==> config.mk <==
export PLATFORM = sky130hd
export DESIGN_NAME = gemm_dot_accum_flat
export DESIGN_NICKNAME = d
export VERILOG_FILES = /design/src/rtl/gemm_dot_accum_if.sv /design/src/rtl/gemm_dot_accum.sv /design/src/flat_wrapper.sv
export SDC_FILE = /design/constraint.sdc
export NUM_CORES = 1
export LEC_CHECK = 0
export ABC_AREA = 1
export BUFFER_PORTS_ARGS = -buffer_cell sky130_fd_sc_hd__buf_2
export CORE_MARGIN = 1.5
export CORE_UTILIZATION = 30
export DETAILED_ROUTE_END_ITERATION = 10
export GPL_ROUTABILITY_DRIVEN = 0
export PLACE_DENSITY = 0.55
export SKIP_LAST_GASP = 1
export SLEW_MARGIN = 20
export SYNTH_ARGS = -nofsm -noshare
export SYNTH_HDL_FRONTEND = slang
export SYNTH_SLANG_ARGS = --single-unit
==> constraint.sdc <==
create_clock -name clk -period 12.1 [get_ports clk]
set_clock_uncertainty 0.1 [all_clocks]
set_input_delay 1.21 -clock clk [delete_from_list [all_inputs] [get_ports clk]]
set_output_delay 1.21 -clock clk [all_outputs]
set_load 0.05 [all_outputs]
==> src/rtl/gemm_dot_accum_if.sv <==
// Operand/result stream bundle for the GEMM dot-product accumulator.
// master drives operands and result-ready; slave is the accumulator side.
interface gemm_dot_accum_if #(
  parameter int DATA_W = 16,
  parameter int ACC_W  = 32,
  parameter int CNT_W  = 16
);
  logic              in_valid;
  logic              in_ready;
  logic [DATA_W-1:0] in_a;
  logic [DATA_W-1:0] in_b;
  logic              in_last;
  logic              out_valid;
  logic              out_ready;
  logic [ACC_W-1:0]  out_acc;
  logic [CNT_W-1:0]  out_count;
  logic              out_ovf;

  modport master (
    output in_valid, in_a, in_b, in_last, out_ready,
    input  in_ready, out_valid, out_acc, out_count, out_ovf
  );

  modport slave (
    input  in_valid, in_a, in_b, in_last, out_ready,
    output in_ready, out_valid, out_acc, out_count, out_ovf
  );
endinterface

==> src/rtl/gemm_dot_accum.sv <==
// Streaming Q2.14 dot-product accumulator: multiply stage, rescale/round/saturate
// accumulate stage, and a one-result holding register with valid/ready handoff.
module gemm_dot_accum #(
  parameter int DATA_W    = 16,
  parameter int ACC_W     = 32,
  parameter int FRAC_BITS = 14,
  parameter int ROUND     = 1,
  parameter int CNT_W     = 16
) (
  input  logic                 clk,
  input  logic                 rst,
  gemm_dot_accum_if.slave      bus
);

  localparam int PROD_W = 2 * DATA_W;
  localparam int EXT_W  = (ACC_W + 1 > PROD_W + 1) ? ACC_W + 1 : PROD_W + 1;
  localparam int SUM_W  = EXT_W + 1;
  localparam logic [PROD_W:0] RND_ADD =
    (ROUND != 0) ? ((PROD_W + 1)'(1) << (FRAC_BITS - 1)) : '0;
  localparam logic signed [ACC_W-1:0] ACC_MAX = {1'b0, {(ACC_W-1){1'b1}}};
  localparam logic signed [ACC_W-1:0] ACC_MIN = {1'b1, {(ACC_W-1){1'b0}}};

  typedef enum logic [1:0] {S_ACC, S_FLUSH, S_HOLD} state_t;

  state_t                    state_q, state_d;
  logic                      in_ready_q, in_ready_d;
  logic signed [PROD_W-1:0]  prod_q, prod_d;
  logic                      last_q, last_d;
  logic                      pv_q, pv_d;
  logic signed [ACC_W-1:0]   acc_q, acc_d;
  logic [CNT_W-1:0]          cnt_q, cnt_d;
  logic                      ovf_q, ovf_d;
  logic                      out_valid_q, out_valid_d;
  logic signed [ACC_W-1:0]   out_acc_q, out_acc_d;
  logic [CNT_W-1:0]          out_count_q, out_count_d;
  logic                      out_ovf_q, out_ovf_d;

  logic                      accept;
  logic signed [PROD_W:0]    rnd_prod;
  logic signed [PROD_W:0]    term;
  logic signed [SUM_W-1:0]   sum;
  logic [SUM_W-ACC_W:0]      sum_hi;
  logic                      clamp;
  logic signed [ACC_W-1:0]   sat;
  logic [CNT_W-1:0]          cnt_inc;

  assign accept = bus.in_valid && in_ready_q;

  // Sum is wide enough that it never wraps; out of range shows as non-uniform top bits.
  always_comb begin
    rnd_prod = {prod_q[PROD_W-1], prod_q} + RND_ADD;
    term     = rnd_prod >>> FRAC_BITS;
    sum      = SUM_W'(acc_q) + SUM_W'(term);
    sum_hi   = sum[SUM_W-1:ACC_W-1];
    clamp    = !((&sum_hi) || !(|sum_hi));
    sat      = clamp ? (sum[SUM_W-1] ? ACC_MIN : ACC_MAX) : sum[ACC_W-1:0];
    cnt_inc  = (&cnt_q) ? cnt_q : cnt_q + CNT_W'(1);
  end

  always_comb begin
    // NOTE: every _d takes its hold value first, so no branch can leave one unassigned and infer a latch.
    state_d     = state_q;
    prod_d      = prod_q;
    last_d      = last_q;
    pv_d        = 1'b0;
    acc_d       = acc_q;
    cnt_d       = cnt_q;
    ovf_d       = ovf_q;
    out_valid_d = out_valid_q;
    out_acc_d   = out_acc_q;
    out_count_d = out_count_q;
    out_ovf_d   = out_ovf_q;

    if (accept) begin
      prod_d = PROD_W'($signed(bus.in_a)) * PROD_W'($signed(bus.in_b));
      last_d = bus.in_last;
      pv_d   = 1'b1;
    end

    if (pv_q) begin
      if (last_q) begin
        out_acc_d   = sat;
        out_count_d = cnt_inc;
        out_ovf_d   = ovf_q | clamp;
        out_valid_d = 1'b1;
        acc_d       = '0;
        cnt_d       = '0;
        ovf_d       = 1'b0;
      end else begin
        acc_d = sat;
        cnt_d = cnt_inc;
        ovf_d = ovf_q | clamp;
      end
    end

    case (state_q)
      S_ACC:   if (accept && bus.in_last) state_d = S_FLUSH;
      S_FLUSH: if (pv_q && last_q) state_d = S_HOLD;
      S_HOLD: begin
        if (bus.out_ready) begin
          state_d     = S_ACC;
          out_valid_d = 1'b0;
        end
      end
      default: state_d = S_ACC;
    endcase

    in_ready_d = (state_d == S_ACC);
  end

  always_ff @(posedge clk) begin
    // NOTE: non-blocking assignments make every flop sample pre-edge values, independent of statement order.
    if (rst) begin
      state_q     <= S_ACC;
      in_ready_q  <= 1'b1;
      prod_q      <= '0;
      last_q      <= 1'b0;
      pv_q        <= 1'b0;
      acc_q       <= '0;
      cnt_q       <= '0;
      ovf_q       <= 1'b0;
      out_valid_q <= 1'b0;
      out_acc_q   <= '0;
      out_count_q <= '0;
      out_ovf_q   <= 1'b0;
    end else begin
      state_q     <= state_d;
      in_ready_q  <= in_ready_d;
      prod_q      <= prod_d;
      last_q      <= last_d;
      pv_q        <= pv_d;
      acc_q       <= acc_d;
      cnt_q       <= cnt_d;
      ovf_q       <= ovf_d;
      out_valid_q <= out_valid_d;
      out_acc_q   <= out_acc_d;
      out_count_q <= out_count_d;
      out_ovf_q   <= out_ovf_d;
    end
  end

  assign bus.in_ready  = in_ready_q;
  assign bus.out_valid = out_valid_q;
  assign bus.out_acc   = out_acc_q;
  assign bus.out_count = out_count_q;
  assign bus.out_ovf   = out_ovf_q;

endmodule
==> src/flat_wrapper.sv <==
// flat-port wrapper written by rule: the top's interface ports become plain ports
module gemm_dot_accum_flat 
#(
  parameter int DATA_W    = 16,
  parameter int ACC_W     = 32,
  parameter int FRAC_BITS = 14,
  parameter int ROUND     = 1,
  parameter int CNT_W     = 16
)
  (clk, rst, bus_in_valid, bus_in_a, bus_in_b, bus_in_last, bus_out_ready, bus_in_ready, bus_out_valid, bus_out_acc, bus_out_count, bus_out_ovf);
  gemm_dot_accum_if #(.DATA_W(DATA_W), .ACC_W(ACC_W), .CNT_W(CNT_W)) bus_i ();
  input  logic clk;
  input  logic rst;
  input wire logic [$bits(bus_i.in_valid)-1:0] bus_in_valid;
  input wire logic [$bits(bus_i.in_a)-1:0] bus_in_a;
  input wire logic [$bits(bus_i.in_b)-1:0] bus_in_b;
  input wire logic [$bits(bus_i.in_last)-1:0] bus_in_last;
  input wire logic [$bits(bus_i.out_ready)-1:0] bus_out_ready;
  output wire logic [$bits(bus_i.in_ready)-1:0] bus_in_ready;
  output wire logic [$bits(bus_i.out_valid)-1:0] bus_out_valid;
  output wire logic [$bits(bus_i.out_acc)-1:0] bus_out_acc;
  output wire logic [$bits(bus_i.out_count)-1:0] bus_out_count;
  output wire logic [$bits(bus_i.out_ovf)-1:0] bus_out_ovf;
  assign bus_i.in_valid = bus_in_valid;
  assign bus_i.in_a = bus_in_a;
  assign bus_i.in_b = bus_in_b;
  assign bus_i.in_last = bus_in_last;
  assign bus_i.out_ready = bus_out_ready;
  assign bus_in_ready = bus_i.in_ready;
  assign bus_out_valid = bus_i.out_valid;
  assign bus_out_acc = bus_i.out_acc;
  assign bus_out_count = bus_i.out_count;
  assign bus_out_ovf = bus_i.out_ovf;
  gemm_dot_accum #(.DATA_W(DATA_W), .ACC_W(ACC_W), .FRAC_BITS(FRAC_BITS), .ROUND(ROUND), .CNT_W(CNT_W)) u_core (.clk(clk), .rst(rst), .bus(bus_i));
endmodule
* Yosys cells after proc, flatten, opt, wreduce, memory -nomap -nowiden
Cells that the tools add are included.
** Cells by class
- $add $sub $neg :: 3
- Multiply operators :: 1
- Equality and inequality tests :: 2
- Muxes and demuxes :: 15
- Bitwise gates (word level) :: 1
- Reductions and logical operators :: 12
** Operators with widths (number)
- $mux W32 :: 3
- $add A32 B15 Y33 const B :: 1
- $add A32 B19 Y33 :: 1
- $mul A16 B16 Y32 :: 1
- $mux W16 :: 2
- $add A16 B1 Y16 const B :: 1
- $reduce_and A16 Y1 :: 1
- $mux W1 :: 6
- $mux W2 :: 3
- $pmux W2 S3 :: 1
- $logic_not A2 Y1 :: 2
- $logic_and A1 B1 Y1 :: 3
- $reduce_and A3 Y1 :: 1
- $reduce_or A3 Y1 :: 1
- $eq A2 B1 Y1 const B :: 1
- $eq A2 B2 Y1 const B :: 1
- $logic_not A1 Y1 :: 2
- $reduce_and A2 Y1 :: 1
- $logic_or A1 B1 Y1 :: 1
- $or A1 B1 Y1 :: 1
** Storage, ports and cells
- Register bits after elaboration :: 136
- Output and inout bits :: 51
- Logic and storage cells :: 46

* Logic depth before layout (Yosys ltp)
Gate-level depths: netlist of run 1.
- Depth in word-level cells :: 8
- Depth in mapped cells :: 29

* Worst setup path after synthesis of run 1
Ideal clock, no wire load.
- Path kind :: input to register
- Start :: input port bus_in_b[5]
- End :: register u_core.prod_q[31]
- Library setup time :: 0.109 ns
- Arrival time :: 6.504 ns
- Slack :: 5.387 ns
- Cell stages on the path :: 23
- Path buffers :: 2
- Cells stage by stage :: clkbuf_1 -> clkbuf_1 -> nand2_1 -> fa_1 -> inv_1 -> fa_1 -> fa_1 -> fa_1 -> fa_1 -> inv_1 -> fa_1 -> inv_1 -> ha_1 -> a21oi_1 -> o21ai_0 -> a21oi_1 -> nor2_1 -> nor2_1 -> nand2_1 -> nand2_1 -> nand3_1 -> nand2_1 -> inv_1
** Between the ends
- Longest elaborated chain between the ends :: 1
** Ends and longest elaborated chain
- start: declaration :: RTL line flat_wrapper.sv:16 : input wire logic [$bits(bus_i.in_b)-1:0] bus_in_b;
- $mul A16 B16 Y32 :: RTL line gemm_dot_accum.sv:75 : prod_d = PROD_W'($signed(bus.in_a)) * PROD_W'($signed(bus.in_b));
- end signal: assignment :: RTL line gemm_dot_accum.sv:129 : prod_q <= prod_d;
- end: declaration :: RTL line gemm_dot_accum.sv:27 : logic signed [PROD_W-1:0] prod_q, prod_d;
No other way between the ends.
A chain may end at the register's enable or synchronous reset.

* Worst setup path in the final report of run 1
- Start :: input port bus_in_b[1]
- End :: register u_core.prod_q[29]
The elaborated chain is that of the path after synthesis.

==> impl_summary.log, run 1 <==
[metrics] post-route fraction of the period consumed by the critical path: 54.6%
[metrics] number of standard-cell rows in the floorplan: 89
[metrics] setup-violating endpoint count in the final report: 0
[metrics] pins over their slew limit: 0
[metrics] layout overhead on the synthesized area: 9.21%
[metrics] starting density of the core: between 30% and 40%
[metrics] n_diodes: 0
[metrics] async set or reset register ratio after synthesis: 0%
[metrics] Post CTS Setup Buffer Count: 0
[metrics] WL final: 48.2 mm
[metrics] hold_sp: u_core.bus.out_acc[0]
[metrics] via/cell ratio: 4.50
[metrics] number of antenna violations at the first check in global routing: 0
[metrics] number of global-route vias before repair: 15800
[metrics] most frequently used flop master after synthesis: sky130_fd_sc_hd__dfxtp_1
[metrics] First DRT Iteration DRCs: between 800 and 900
[metrics] RSZ-0062 raised after global routing: false
[metrics] count of final hold-check violations: 0
[metrics] synth top area cells: sky130_fd_sc_hd__fa_1 (29%), sky130_fd_sc_hd__nand2_1 (17%), sky130_fd_sc_hd__dfxtp_1 (14%)
[metrics] DRT Pass-1 Iters: 7
[metrics] TritonCTS sink count: 123
[metrics] cts bufs inserted: 17
[metrics] CP most frequent cell: sky130_fd_sc_hd__fa_1
[metrics] post-route worst setup slack: 5490 ps
[metrics] endpoint of the worst register-to-register path: u_core.acc_q[12]
[metrics] required time worst endpoint: 12360 ps
[metrics] cell taking the most area after synthesis: sky130_fd_sc_hd__fa_1
[metrics] distinct cell type count after synthesis: 43
[metrics] global route total overflow: 0
[metrics] Layout Utilization: 33.1%
[metrics] synthesized instance count: about 2600
[metrics] minimum setup slack among reg-to-reg paths: 7480 ps
[metrics] overall via count from detail_route: 15100
[metrics] largest net degree at the start of global routing: 65
[metrics] Largest stage delay, worst path: 610 ps
[metrics] post-detailed-route wirelength per cell: 14.4 microns
[metrics] signal arrival time at the worst endpoint: 6870 ps
[metrics] post-synthesis sequential element count: 123
[metrics] net count after synthesis: around 3000
[metrics] max-cap violation count: 0
[metrics] critical path type: input port to flip-flop
[metrics] sequential cell area fraction in the yosys report: 13.7%
[metrics] htree depth: 4
[metrics] Clock Latency Late Sink: 430 ps
[metrics] aggregate global-route resource usage: 16.4%
[metrics] Synth Cell Area: 17900 sq um
[metrics] critical path endpoint category: flip-flop
[metrics] filler instances: around 6500
[metrics] min-delay worst type: flip-flop to flip-flop
[metrics] count of port buffers added during placement: 87
[metrics] area share of the leading cell type in the synthesized netlist: 29.3%
[metrics] number of nets in the layout: slightly below 3000
[metrics] number of gates resized after cts: 0
[metrics] buffering stage count on the worst path with inverters included: 6
[metrics] highest-delay cell along the critical path: sky130_fd_sc_hd__fa_1
[metrics] Die Area: 61200 sq um
[metrics] highest-count cells in the layout ignoring fill and taps: sky130_fd_sc_hd__nand2_1 (787), sky130_fd_sc_hd__inv_1 (586), sky130_fd_sc_hd__fa_1 (262), sky130_fd_sc_hd__nor2_1 (128), sky130_fd_sc_hd__dfxtp_1 (123)
[metrics] top cell family by delay on the critical path: adder cells
[metrics] crit path cell chain: buf_2 -> nand2_1 -> inv_1 -> fa_1 -> inv_1 -> fa_1 -> inv_1 -> fa_1 -> fa_1 -> fa_1 -> inv_1 -> fa_1 -> inv_1 -> ha_1 -> a21oi_1 -> o21ai_0 -> a21oi_1 -> nor2_1 -> a211oi_1 -> nand3_1 -> nand2_1 -> nor2_1 -> nor2_1
[metrics] outcome: complete, no violations
[metrics] Yosys warning count: 0
[metrics] startpoint class of the critical path: input port
[metrics] horizontal die dimension: approximately 250 microns
[metrics] master cell of the clock root buffer: sky130_fd_sc_hd__clkbuf_16
[metrics] area of the core: 59000 sq um
[metrics] first-pass GRT wire length: 80.5 mm
[metrics] Max Buffers Root-to-Sink: 2
[metrics] dpl hpwl: 38.3 mm
[metrics] Worst Hold End: u_core.bus.out_acc[0]
[metrics] most common cell after layout, fill and taps aside: sky130_fd_sc_hd__nand2_1
[metrics] Worst Hold Path Cells: 2
[metrics] dpl ws: 5050 ps
[metrics] Max Fclk: 151 MHz
[metrics] worst-margin pin slew: roughly 1100 ps
[metrics] total DRC errors in the routed layout: 0
[metrics] die height: 247 microns
[metrics] final sum of negative setup slack: 0 ps
[metrics] number of hold buffers added after CTS: 0
[metrics] worst-path fanout max: 16
[metrics] post-synthesis average cell area: 7.02 sq um
[metrics] fraction of layout cells with a size suffix above 1: 7.64%
[metrics] CTS tree: built
[metrics] count of boundary I/O pins: 88
[metrics] final critical path time including I/O delays and setup: between 6000 and 7000 ps
[metrics] Antenna Violating Nets Remaining: 0
[metrics] Slew headroom: 27.1%
[metrics] Reg2Reg Depth: 23
[metrics] R2R Path Start: u_core.prod_q[13]
[metrics] count of flip-flops with a built-in enable after synthesis: 0
[metrics] clock slew at the register clock pins of the worst setup and hold paths: 60 ps
[registers in the layout, summed over array words and instances (netlist names)]
signal / cells
u_core.acc_q: 32
u_core.bus.in_ready: 1
u_core.bus.out_acc: 32
u_core.bus.out_count: 16
u_core.bus.out_ovf: 1
u_core.bus.out_valid: 1
u_core.cnt_q: 16
u_core.last_q: 1
u_core.ovf_q: 1
u_core.prod_q: 19
u_core.pv_q: 1
u_core.state_q: 2
[synth_stat cells, types with 3 or more instances]
cell,n
sky130_fd_sc_hd__fa_1,262
sky130_fd_sc_hd__inv_1,587
sky130_fd_sc_hd__a21o_1,5
sky130_fd_sc_hd__nor3_1,15
sky130_fd_sc_hd__ha_1,113
sky130_fd_sc_hd__nand3_1,122
sky130_fd_sc_hd__buf_4,3
sky130_fd_sc_hd__o21a_1,7
sky130_fd_sc_hd__clkbuf_1,87
sky130_fd_sc_hd__dfxtp_1,123
sky130_fd_sc_hd__o21bai_1,5
sky130_fd_sc_hd__nand2_2,11
sky130_fd_sc_hd__xor2_1,45
sky130_fd_sc_hd__nor4_1,4
sky130_fd_sc_hd__nor2_1,131
sky130_fd_sc_hd__or2_2,5
sky130_fd_sc_hd__a21oi_2,32
sky130_fd_sc_hd__and3_1,3
sky130_fd_sc_hd__buf_2,4
sky130_fd_sc_hd__nand4_1,19
sky130_fd_sc_hd__nand2_1,788
sky130_fd_sc_hd__a21oi_1,89
sky130_fd_sc_hd__o21ai_0,42
sky130_fd_sc_hd__a211oi_1,3
sky130_fd_sc_hd__inv_2,8
sky130_fd_sc_hd__nor2_2,7
sky130_fd_sc_hd__xnor2_1,10
[worst min-delay path, stage by stage, from the launching register on]
cell and delay (ps):
sky130_fd_sc_hd__dfxtp_1 310, sky130_fd_sc_hd__nand3_1 70, sky130_fd_sc_hd__nand2_1 50
[cells by family (layout without fill, tap and decap cells)]
group,Yosys count,in the layout,share of synthesized area [%]
DFF,123,123,13.7
xor gates and xnor gates,55,55,2.69
buffers and inverters,695,720,14.8
AOI/OAI and AO/OA,195,195,6.56
and+or+nand+nor,1110,1110,25.0
adders and majority gates,375,375,37.2
[final cells by class]
cell class                 count  area [sq um]  area share, %
timing repair buffer          92           485           2.48
multi-input combinational   1735         12800           65.5
inverter                     596          2240           11.4
clock buffer                  18           439           2.24
sequential                   123          2460           12.6
clock inverter                14           151          0.774
tap                          773           967           4.94
[how the worst max path moves through the flow]
stage / startpoint / endpoint / slack [ps] / cells after the start
floorplan: bus_in_b[5] / u_core.prod_q[31] / 5390 / 23
global placement: bus_in_b[15] / u_core.prod_q[29] / 5020 / 20
detailed placement: bus_in_b[4] / u_core.prod_q[26] / 5050 / 21
CTS: bus_in_b[4] / u_core.prod_q[26] / 5490 / 21
global route: bus_in_b[4] / u_core.prod_q[26] / 5060 / 21
finish: bus_in_b[1] / u_core.prod_q[29] / 5490 / 23
[per-stage QoR]
step	area [sq um]	cells	hold WS, ps
global placement	18900	3318	358
global route	19600	3351	398
detailed placement	19000	3318	359
CTS	19500	3350	370
floorplan	17900	2553	345
finish	19600	3351	366
[per-layer routing]
metal	vias up	track usage [%]	share of wire (%)
li1	7560	-	-
met1	7179	21.7	47
met2	281	28.5	48
met3	43	2.08	4.1
met4	0	3.53	1.6
met5	-	0	0
Power of run 1 is left out: the tool's default activity adds up to more than one toggle a clock period on the data nets, which glitch-free logic cannot reach.
==> inputs of run 2 (changes only) <==
Settings changed: ABC_AREA 1 to 0.
Clock period 12.1 ns to 6.3 ns, I/O delays scaled along.
==> impl_summary.log, run 2 <==
[metrics] outcome: complete, no violations
[metrics] final critical path time including I/O delays and setup: 6030 ps
[metrics] highest routed metal layer: met4
[metrics] setup-violating endpoint count in the final report: 0 (unchanged)
[metrics] number of global-route vias before repair: 13300 (-16%)
[metrics] # placed instances: 2672 (-19%)
[metrics] max-cap violation count: 0 (unchanged)
[metrics] Max Buffers Root-to-Sink: 2 (unchanged)
[metrics] CP most frequent cell: sky130_fd_sc_hd__fa_1
[metrics] RSZ-0062 raised after global routing: false
[metrics] mux contribution to synthesized area: 0.432% (+0.43 points)
[metrics] htree depth: 4 (unchanged)
[metrics] post-synthesis sequential element count: 123 (unchanged)
[metrics] number of antenna violations at the first check in global routing: 0 (unchanged)
[metrics] count of final hold-check violations: 0 (unchanged)
[metrics] routed length on met2: 18.5 mm (-20%)
[metrics] crit path cell chain: buf_2 -> buf_4 -> and2_1 -> fa_1 -> inv_1 -> fa_1 -> inv_1 -> fa_1 -> fa_1 -> fa_1 -> inv_1 -> fa_1 -> inv_1 -> ha_1 -> a21o_1 -> a21oi_1 -> nand3_1 -> o2111ai_1 -> a21oi_1 -> xnor2_1 -> nand2_1 -> a21oi_1
[metrics] dpl cell area: 17900 sq um (-5.4%)
[metrics] Post CTS Setup Buffer Count: 0 (unchanged)
[metrics] Yosys warning count: 0 (unchanged)
[metrics] distinct cell type count after synthesis: 66 (+53%)
[metrics] via/cell ratio: 4.65 (+3.5%)
[metrics] Slew headroom: 33.9% (+6.7 points)
[metrics] routed length on met3: 1.14 mm (-42%)
[metrics] non-filler instance count after layout: 2704 (-19%)
[metrics] adder and majority gate portion of the synthesized area: 41.1% (+3.9 points)
[metrics] share of the synthesized netlist area taken by xor and xnor gates: 4.33% (+1.6 points)
[metrics] cts bufs inserted: 17 (unchanged)
[metrics] area of all placed cells without fillers: 18500 sq um (-5.2%)
[metrics] dpl hpwl: 33.6 mm (-12%)
[metrics] n_diodes: 0 (unchanged)
[metrics] count of boundary I/O pins: 88 (unchanged)
[metrics] Max Fclk: between 150 and 200 MHz
[metrics] die height: 235 microns (-4.8%)
[metrics] critical path type: input port to flip-flop
[metrics] First DRT Iteration DRCs: 693 (-22%)
[metrics] horizontal die dimension: 235 microns (-4.8%)
[metrics] largest net degree at the start of global routing: 69 (+6.2%)
[metrics] async set or reset register ratio after synthesis: 0% (unchanged)
[metrics] area of the multi-input gates: 12300 sq um (-4.3%)
[metrics] aggregate global-route resource usage: 14.8% (-1.6 points)
[metrics] most frequently used flop master after synthesis: sky130_fd_sc_hd__dfxtp_1
[metrics] Cell Pwr Density: a little over 600 nW/um^2
[metrics] cell taking the most area after synthesis: sky130_fd_sc_hd__fa_1
[metrics] area share of the leading cell type in the synthesized netlist: 32.4% (+3.1 points)
[metrics] Layout Utilization: 35.0% (+1.9 points)
[metrics] fraction of layout cells with a size suffix above 1: 12.1% (+4.4 points)
[metrics] maximum vdd ir drop: around 0.00063 V
[metrics] top cell family by delay on the critical path: adder cells
[metrics] number of hold buffers added after CTS: 0 (unchanged)
[metrics] sequential cell area fraction in the yosys report: 15.2% (+1.5 points)
[metrics] global route total overflow: 0 (unchanged)
[metrics] number of nets in the layout: 2415 (-19%)
[metrics] buffering stage count on the worst path with inverters included: 6 (unchanged)
[metrics] CTS tree: built
[metrics] overall via count from detail_route: 12600 (-17%)
[metrics] post-detailed-route wirelength per cell: 14.8 microns (+2.6%)
[metrics] TritonCTS sink count: 123 (unchanged)
[metrics] Largest stage delay, worst path: 570 ps (-40 ps)
[metrics] leakage power: 8.87 nW
[metrics] Register Area: 2460 sq um (unchanged)
[metrics] area of the core: 53000 sq um (-10%)
[metrics] highest-delay cell along the critical path: sky130_fd_sc_hd__fa_1
[metrics] count of flip-flops with a built-in enable after synthesis: 0 (unchanged)
[metrics] most common cell after layout, fill and taps aside: sky130_fd_sc_hd__inv_1
[metrics] starting density of the core: 30.6% (+0.23 points)
[metrics] Met1 Wirelength: 19.9 mm (-11%)
[metrics] critical path endpoint category: flip-flop
[metrics] required time worst endpoint: 6540 ps (-5820 ps)
[metrics] share of synthesized cell area in and, or, nand and nor gates: 17.0% (-8.0 points)
[metrics] highest-count cells in the layout ignoring fill and taps: sky130_fd_sc_hd__inv_1 (305), sky130_fd_sc_hd__fa_1 (262), sky130_fd_sc_hd__nand2_1 (255), sky130_fd_sc_hd__dfxtp_1 (123), sky130_fd_sc_hd__and2_1 (122)
[metrics] pins over their slew limit: 0 (unchanged)
[metrics] post-route fraction of the period consumed by the critical path: 95.7%
[metrics] synthesized instance count: 1874 (-27%)
[metrics] Die Area: 55400 sq um (-9.4%)
[metrics] Clock Latency Late Sink: 420 ps (about the same)
[metrics] count of port buffers added during placement: 87 (unchanged)
[metrics] most common cell in the synthesized netlist: sky130_fd_sc_hd__inv_1
[metrics] post-synthesis average cell area: 8.65 sq um (+23%)
[metrics] Antenna Violating Nets Remaining: 0 (unchanged)
[metrics] Synth Cell Area: 16200 sq um (-9.6%)
[metrics] net count after synthesis: 2286 (-23%)
[metrics] compound-gate portion of the synthesized area: 12.8% (+6.2 points)
[metrics] number of standard-cell rows in the floorplan: 84 (-5.6%)
[metrics] signal arrival time at the worst endpoint: 6270 ps (-600 ps)
[metrics] synth top area cells: sky130_fd_sc_hd__fa_1 (32%), sky130_fd_sc_hd__dfxtp_1 (15%), sky130_fd_sc_hd__ha_1 (8.7%)
[metrics] master cell of the clock root buffer: sky130_fd_sc_hd__clkbuf_16
[metrics] first-pass GRT wire length: 67.6 mm (-16%)
[metrics] combinational family with the most area after synthesis: adder cells
[metrics] WL final: 39.9 mm (-17%)
[metrics] number of gates resized after cts: 0 (unchanged)
[metrics] startpoint class of the critical path: input port
[metrics] min-delay worst type: flip-flop to flip-flop
[metrics] final sum of negative setup slack: 0 ps (unchanged)
[metrics] worst-path fanout max: 5 (-11)
[metrics] worst-margin pin slew: 988 ps (-103 ps)
[metrics] Commonest cells post-synth: sky130_fd_sc_hd__inv_1 (305), sky130_fd_sc_hd__fa_1 (262), sky130_fd_sc_hd__nand2_1 (255), sky130_fd_sc_hd__dfxtp_1 (123), sky130_fd_sc_hd__and2_1 (122)
[metrics] DRT Pass-1 Iters: 5 (-2)
[metrics] total DRC errors in the routed layout: 0 (unchanged)
[metrics] layout overhead on the synthesized area: 14.5%
[metrics] clock slew at the register clock pins of the worst setup and hold paths: 60 ps (about the same)
[metrics] filler instances: 5543 (-15%)
run 2: cell count changes after synthesis, sizes merged, moves of 14 or more:
cell / previous run / this run
a211oi: 3 / 17
nand2: 799 / 255
nor2: 138 / 102
inv: 595 / 305
a21oi: 121 / 106
nand3: 124 / 19
a21o: 5 / 29
o21ai: 44 / 87
and2: 1 / 122
xnor2: 10 / 46
clkbuf: 87 / 60
run 2: logic make-up (layout without fill, tap and decap cells):
logic type | Yosys count | in the layout
simple gates | 583 | 583
compound gates | 326 | 326
xor+xnor | 78 | 78
mux | 7 | 7
fa+ha+maj | 375 | 375
flops | 123 | 123
buf+inv | 382 | 524
run 2: final timing paths:
| check | from | to | slack (ps) | cells past startpoint |
|---|---|---|---|---|
| hold reg to reg | u_core.bus.out_acc[23] | u_core.bus.out_acc[23] | 350 | 2 |
| hold / removal | u_core.bus.out_acc[23] | u_core.bus.out_acc[23] | 350 | 2 |
| setup reg to reg | u_core.prod_q[22] | u_core.acc_q[20] | 1520 | 18 |
| setup / recovery | bus_in_b[3] | u_core.prod_q[31] | 270 | 22 |
run 2: report_power, final:
group / total (mW) / switching, mW / leakage, nW / internal [mW]
clock network: 1.02 / 0.391 / 0.289 / 0.634
logic: 9.53 / 5.06 / 7.59 / 4.47
registers: 0.942 / 0.0658 / 0.997 / 0.876
total: 11.5 / 5.52 / 8.87 / 5.98
run 2: layer usage:
metal | up-vias | global-route usage [%]
li1 | 6206 | -
met1 | 6134 | 20.9
met2 | 216 | 24.8
met3 | 21 | 1.44
met4 | 0 | 2.66
met5 | - | 0
run 2: layout make-up:
cell class / count / share of cell area [%]
repair buffers: 187 / 6.46
flip-flops and latches: 123 / 13.3
multi-input cells: 1369 / 66.2
well taps: 688 / 4.64
clock buffers: 18 / 2.37
inverters: 305 / 6.17
clock inverters: 14 / 0.918
run 2: per-stage QoR:
stage / power [mW] / hold slack [ps] / setup WS, ps
after floorplan: 7.95 / 326 / 32.0
after global placement: 10.5 / 331 / -129
after detailed placement: 10.6 / 338 / -226
after CTS: 11.7 / 353 / 213
after global routing: 13.1 / 368 / 10.6
final: 11.5 / 347 / 272
run 2: worst min-delay path: cells and delay by family, from the launching register on:
family,cells,cell delay [ps]
AO/OA/AOI/OAI,1,50
flip-flops,1,320
AND/OR/NAND/NOR,1,40
Note: power is estimated with default switching activity, not from simulation.
